===== config.mk =====
export PLATFORM = sky130hd
export DESIGN_NAME = div_iter
export DESIGN_NICKNAME = d
export VERILOG_FILES = /design/src/rtl/div_iter_pkg.sv /design/src/rtl/div_iter.sv
export SDC_FILE = /design/constraint.sdc
export NUM_CORES = 1
export LEC_CHECK = 0
export BUFFER_PORTS_ARGS = -buffer_cell sky130_fd_sc_hd__buf_2
export CAP_MARGIN = 10
export CORE_MARGIN = 8
export CORE_UTILIZATION = 50
export DETAILED_ROUTE_END_ITERATION = 7
export PLACE_DENSITY = 0.76
export SYNTH_ARGS = -nofsm -noshare
export SYNTH_HDL_FRONTEND = slang
export SYNTH_SLANG_ARGS = --single-unit
export TNS_END_PERCENT = 100

===== constraint.sdc =====
create_clock -name clk -period 4.1 [get_ports clk]
set_input_delay 0.82 -clock clk [delete_from_list [all_inputs] [get_ports clk]]
set_output_delay 0.82 -clock clk [all_outputs]
set_load 0.02 [all_outputs]

===== src/rtl/div_iter_pkg.sv =====
// Shared state encodings, handshake levels and helpers for the iterative divider.
package div_iter_pkg;

  localparam int DataWidth = 32;

  typedef enum logic [1:0] {
    DivFree   = 2'b00,
    DivByZero = 2'b01,
    DivOn     = 2'b10,
    DivEnd    = 2'b11
  } div_state_e;

  localparam logic DivResultReady    = 1'b1;
  localparam logic DivResultNotReady = 1'b0;
  localparam logic DivStart          = 1'b1;
  localparam logic DivStop           = 1'b0;

  // Magnitude of an operand; in signed mode 0x80000000 maps to itself and is
  // then treated as unsigned 2^31 by the datapath.
  function automatic logic [DataWidth-1:0] abs32(input logic [DataWidth-1:0] value,
                                                 input logic signed_mode);
    if (signed_mode && value[DataWidth-1]) begin
      return ~value + 32'd1;
    end
    return value;
  endfunction

endpackage


===== src/rtl/div_iter.sv =====
// Iterative radix-2 restoring divider for DIV/DIVU: one quotient bit per cycle,
// start/ready handshake with annul, result = {remainder, quotient}.
module div_iter
  import div_iter_pkg::*;
(
  input  logic        clk,
  input  logic        rst,
  input  logic        signed_div_i,
  input  logic [31:0] opdata1_i,
  input  logic [31:0] opdata2_i,
  input  logic        start_i,
  input  logic        annul_i,
  output logic [63:0] result_o,
  output logic        ready_o
);

  div_state_e  state;
  logic [5:0]  cnt;
  logic [64:0] work;
  logic [31:0] divisor_abs;
  logic        signed_mode;
  logic        dividend_neg;
  logic        divisor_neg;

  logic [32:0] trial;
  logic [64:0] work_next;
  logic [31:0] quot_fix;
  logic [31:0] rem_fix;

  // One restoring step on the partial remainder, plus sign fix-up of the outcome.
  always_comb begin
    trial = work[64:32] - {1'b0, divisor_abs};
    if (trial[32]) begin
      work_next = {work[63:0], 1'b0};
    end else begin
      work_next = {trial[31:0], work[31:0], 1'b1};
    end
    quot_fix = work_next[31:0];
    rem_fix  = work_next[64:33];
    if (signed_mode && (dividend_neg ^ divisor_neg)) begin
      quot_fix = ~work_next[31:0] + 32'd1;
    end
    if (signed_mode && dividend_neg) begin
      rem_fix = ~work_next[64:33] + 32'd1;
    end
  end

  // Control FSM with datapath registers and registered result/ready outputs.
  always_ff @(posedge clk) begin
    if (rst) begin
      state        <= DivFree;
      cnt          <= 6'd0;
      work         <= '0;
      divisor_abs  <= '0;
      signed_mode  <= 1'b0;
      dividend_neg <= 1'b0;
      divisor_neg  <= 1'b0;
      result_o     <= '0;
      ready_o      <= DivResultNotReady;
    end else begin
      case (state)
        DivFree: begin
          if (!annul_i && start_i == DivStart) begin
            if (opdata2_i == 32'd0) begin
              state <= DivByZero;
            end else begin
              state        <= DivOn;
              cnt          <= 6'd0;
              work         <= {32'b0, abs32(opdata1_i, signed_div_i), 1'b0};
              divisor_abs  <= abs32(opdata2_i, signed_div_i);
              signed_mode  <= signed_div_i;
              dividend_neg <= opdata1_i[31];
              divisor_neg  <= opdata2_i[31];
            end
          end
        end
        DivByZero: begin
          if (annul_i) begin
            state <= DivFree;
          end else begin
            state    <= DivEnd;
            result_o <= '0;
            ready_o  <= DivResultReady;
          end
        end
        DivOn: begin
          if (annul_i) begin
            state <= DivFree;
          end else begin
            work <= work_next;
            cnt  <= cnt + 6'd1;
            if (cnt == 6'd31) begin
              state    <= DivEnd;
              result_o <= {rem_fix, quot_fix};
              ready_o  <= DivResultReady;
            end
          end
        end
        DivEnd: begin
          if (annul_i || start_i == DivStop) begin
            state   <= DivFree;
            ready_o <= DivResultNotReady;
          end
        end
        default: begin
          state   <= DivFree;
          ready_o <= DivResultNotReady;
        end
      endcase
    end
  end

endmodule


==> out/qor.yml <==
synthesis:
  yosysWarnings: 0
  netlist.area_leader.share_pct: 29.4
  seq_area_frac_synth_pct: 29.4
  synth_fp_nets: 1676
  syn_inst: 1565
  synthesis.area_um2: 11800
  async_flop_share_pct: 0
  avgSynthCellArea_um2: 7.52
  ys_ff_latch: 173
  synth_ff_type: "dfxtp_1"
  synth_cell_type_count: 78
  synth_top_cell_by_area: "dfxtp_1"
  yosys-top-cells-area: "dfxtp_1 (29%), nor2_1 (6.6%), xnor2_1 (6.0%)"
  synth_edf_count: 0
timing:
  fmax_ghz: 0.248
  period_minus_slack_ps: 4030
  setup_tns_ps: 0
  slew_headroom_pct: 29.4
  worstMarginPinSlew_ps: 1060
  drv_slew: 0
  fin_crit_sh_pct: 98.3
  hold_viol: 0
  rsz0062_at_grt: "yes"
  worst_hold_slack_ps: 447
  finClkSkew_ps: 19.8
  setup_viol: 0
setup_path:
  crit_required_ps: 4420
  slowest_stage: "fa_2"
  slowest_delay_ps: 340
  worstPathCellList: "inv_2 > ha_4 > inv_2 > fa_2 > a211oi_2 > o211ai_1 > nand4_1 > a211oi_2 > or3_1 > and2_4 > mux2i_4 > ha_2 > o2111ai_2 > a21oi_2 > nand4_1 > nor4_4 > o221ai_4 > o31ai_2 > xnor2_1 > o21ai_1"
  worstPathArrival_ps: 4340
  crit_path_max_fanout: 4
  path_buf_inv: 2
  crit_path_end_kind: "flop"
  critPathKind: "reg -> reg"
  cp_top_family: "compound AO/OA/AOI/OAI gates"
  start_kind: "flop"
finish:
  syn_to_final_growth_pct: 18.3
  drive_gt1_share_pct: 18.7
  nFillCells: 2185
  multi_input_area_um2: 7840
  ff_latch_area_um2: 3470
  final_common_cell: "nor2_1"
  n_antenna_cell: 0
  layout_common_cells: "nor2_1 (204), dfxtp_1 (168), nand2_1 (142)"
  fin_area_um2: 13900
  nets: 1827
  fin_cells: 2048
worst_hold_path:
  min_path_type: "reg -> reg"
route:
  ant_nets: 0
  drtIter0Drc: 1237
  drc: 0
  routed_wl_um: 37700
  vias: 12200
  drt_pass1_iterations: 5
  wl_per_cell_um: 18.4
  vias_per_cell: 5.96
power:
  power_leakage_nw: 5.61
  powerDensity_nw_per_um2: 467
  ir_worst_vdd_mv: 0.418
global_routing:
  antenna_found_initial: 0
  grt_max_degree: 74
  grt_usage_pct: 25.4
  grt_pass1_wl_um: 59200
  first_global_vias: 11500
  grt-ovfl-total: 0
clock_tree:
  cts_buffer_depth: 2
  cts_hold_buf: 0
  cts_tree: "built"
  clk_pin_slew_ps: 70
  h-tree-depth: 4
  clkLatencyLatePin_ps: 440
  cts_made_buffers: 17
  clock_sinks: 173
  root_buffer: "clkbuf_16"
placed_design:
  placed_cells: 2011
  dpl.hpwl_um: 28700
  placed_cell_area_um2: 13200
  port_buffers: 133
  gp_congestion: 0.958
floorplanning:
  ios: 134
  start_util_pct: 50.6
  die_w_um: 169
  dieArea_um2: 28700
  dieHeight_um: 169
  rows: 56
  core_um2: 23300
flow_run:
  drv_cap: 0
status:
  status: "finished, final reports clean"
[kinds of logic (layout without fill, tap and decap cells)]
logic type	after synthesis	in the layout	share of synthesized area, %
DFF	173	173	29.4
muxes	25	25	2.16
buffers and inverters	155	319	5.52
and+or+nand+nor	569	569	22.8
adders and majority gates	42	42	4.53
xor gates and xnor gates	143	143	10.6
AOI/OAI and AO/OA	458	458	24.9
[layout make-up]
class | count | area share (%)
multi-input cells | 1237 | 56.3
flip-flops and latches | 173 | 24.9
repair buffers | 232 | 10.5
clock buffers | 20 | 3.21
well taps | 319 | 2.87
inverters | 55 | 1.50
clock inverters | 12 | 0.710
[worst min-delay path: cells and delay by family, from the launching register on]
family	cells	cell delay [ps]
AO/OA/AOI/OAI	1	50
flip-flops	1	320
AND/OR/NAND/NOR	1	40
[power by group]
group	internal (mW)	total [mW]	switching (mW)
sequential	1.81	1.92	0.105
combinational	1.10	3.02	1.93
clock	0.807	1.55	0.745
[cells in the mapped netlist (4+ instances only)]
| cell | count |
|---|---|
| a31oi_1 | 15 |
| nor4_1 | 20 |
| o21a_1 | 4 |
| o21ai_1 | 18 |
| clkbuf_1 | 63 |
| buf_6 | 4 |
| o41ai_1 | 7 |
| nor3_1 | 36 |
| or4_1 | 6 |
| nand2_1 | 142 |
| nand2b_1 | 11 |
| buf_2 | 30 |
| o211ai_1 | 5 |
| a21oi_1 | 135 |
| and3_1 | 8 |
| a211oi_1 | 34 |
| o21ai_0 | 88 |
| a22oi_1 | 67 |
| or3_1 | 22 |
| xor2_1 | 63 |
| o2111ai_1 | 4 |
| o31ai_1 | 21 |
| a21o_1 | 10 |
| nor2_1 | 206 |
| and2_1 | 9 |
| a311oi_1 | 4 |
| a22o_1 | 6 |
| inv_1 | 54 |
| xnor2_1 | 80 |
| or2_2 | 5 |
| o21bai_1 | 4 |
| dfxtp_1 | 173 |
| nor2b_1 | 8 |
| ha_1 | 41 |
| o31a_1 | 5 |
| nand4_1 | 14 |
| nor3b_1 | 5 |
| mux2i_1 | 22 |
| nand3_1 | 55 |
[sequential cells by signal, summed over array words and instances, names as in the netlist]
signal / cells
signed_mode: 1
result_o: 64
ready_o: 1
divisor_abs: 32
work: 65
cnt: 6
state: 2
divisor_neg: 1
dividend_neg: 1
[stage by stage]
step                      power, mW  worst slack (ps)  utilization, %
after floorplan                3.94             -28.3               -
after global placement         4.76               102            56.7
after detailed placement       4.79             -14.9            56.7
after CTS                      6.34              12.7            59.1
after global routing           6.87              -179            59.8
final                          6.50              71.1            59.8
[path summary, 6_finish.rpt]
path,from,end,slack [ps],cells after the start
setup / recovery,work[32],result_o[58],70,20
setup reg to reg,work[32],result_o[58],70,20
hold / removal,result_o[9],result_o[9],450,2
hold reg to reg,result_o[9],result_o[9],450,2
[repair_timing]
item	in CTS	in global routing
buffers inserted	0	5
pin swaps	0	10
endpoints found under the setup margin	1	22
resized for setup	1	31
[layer usage]
layer	wire length (um)	vias up	part of all wire, %	track usage, %
met1	16800	5737	44	33.8
met2	17200	480	46	40.4
li1	-	5909	-	-
met3	2590	73	6.9	4.14
met5	0	-	0	0
met4	1180	0	3.1	10.5
No activity file was read; power rests on OpenSTA's default activity.
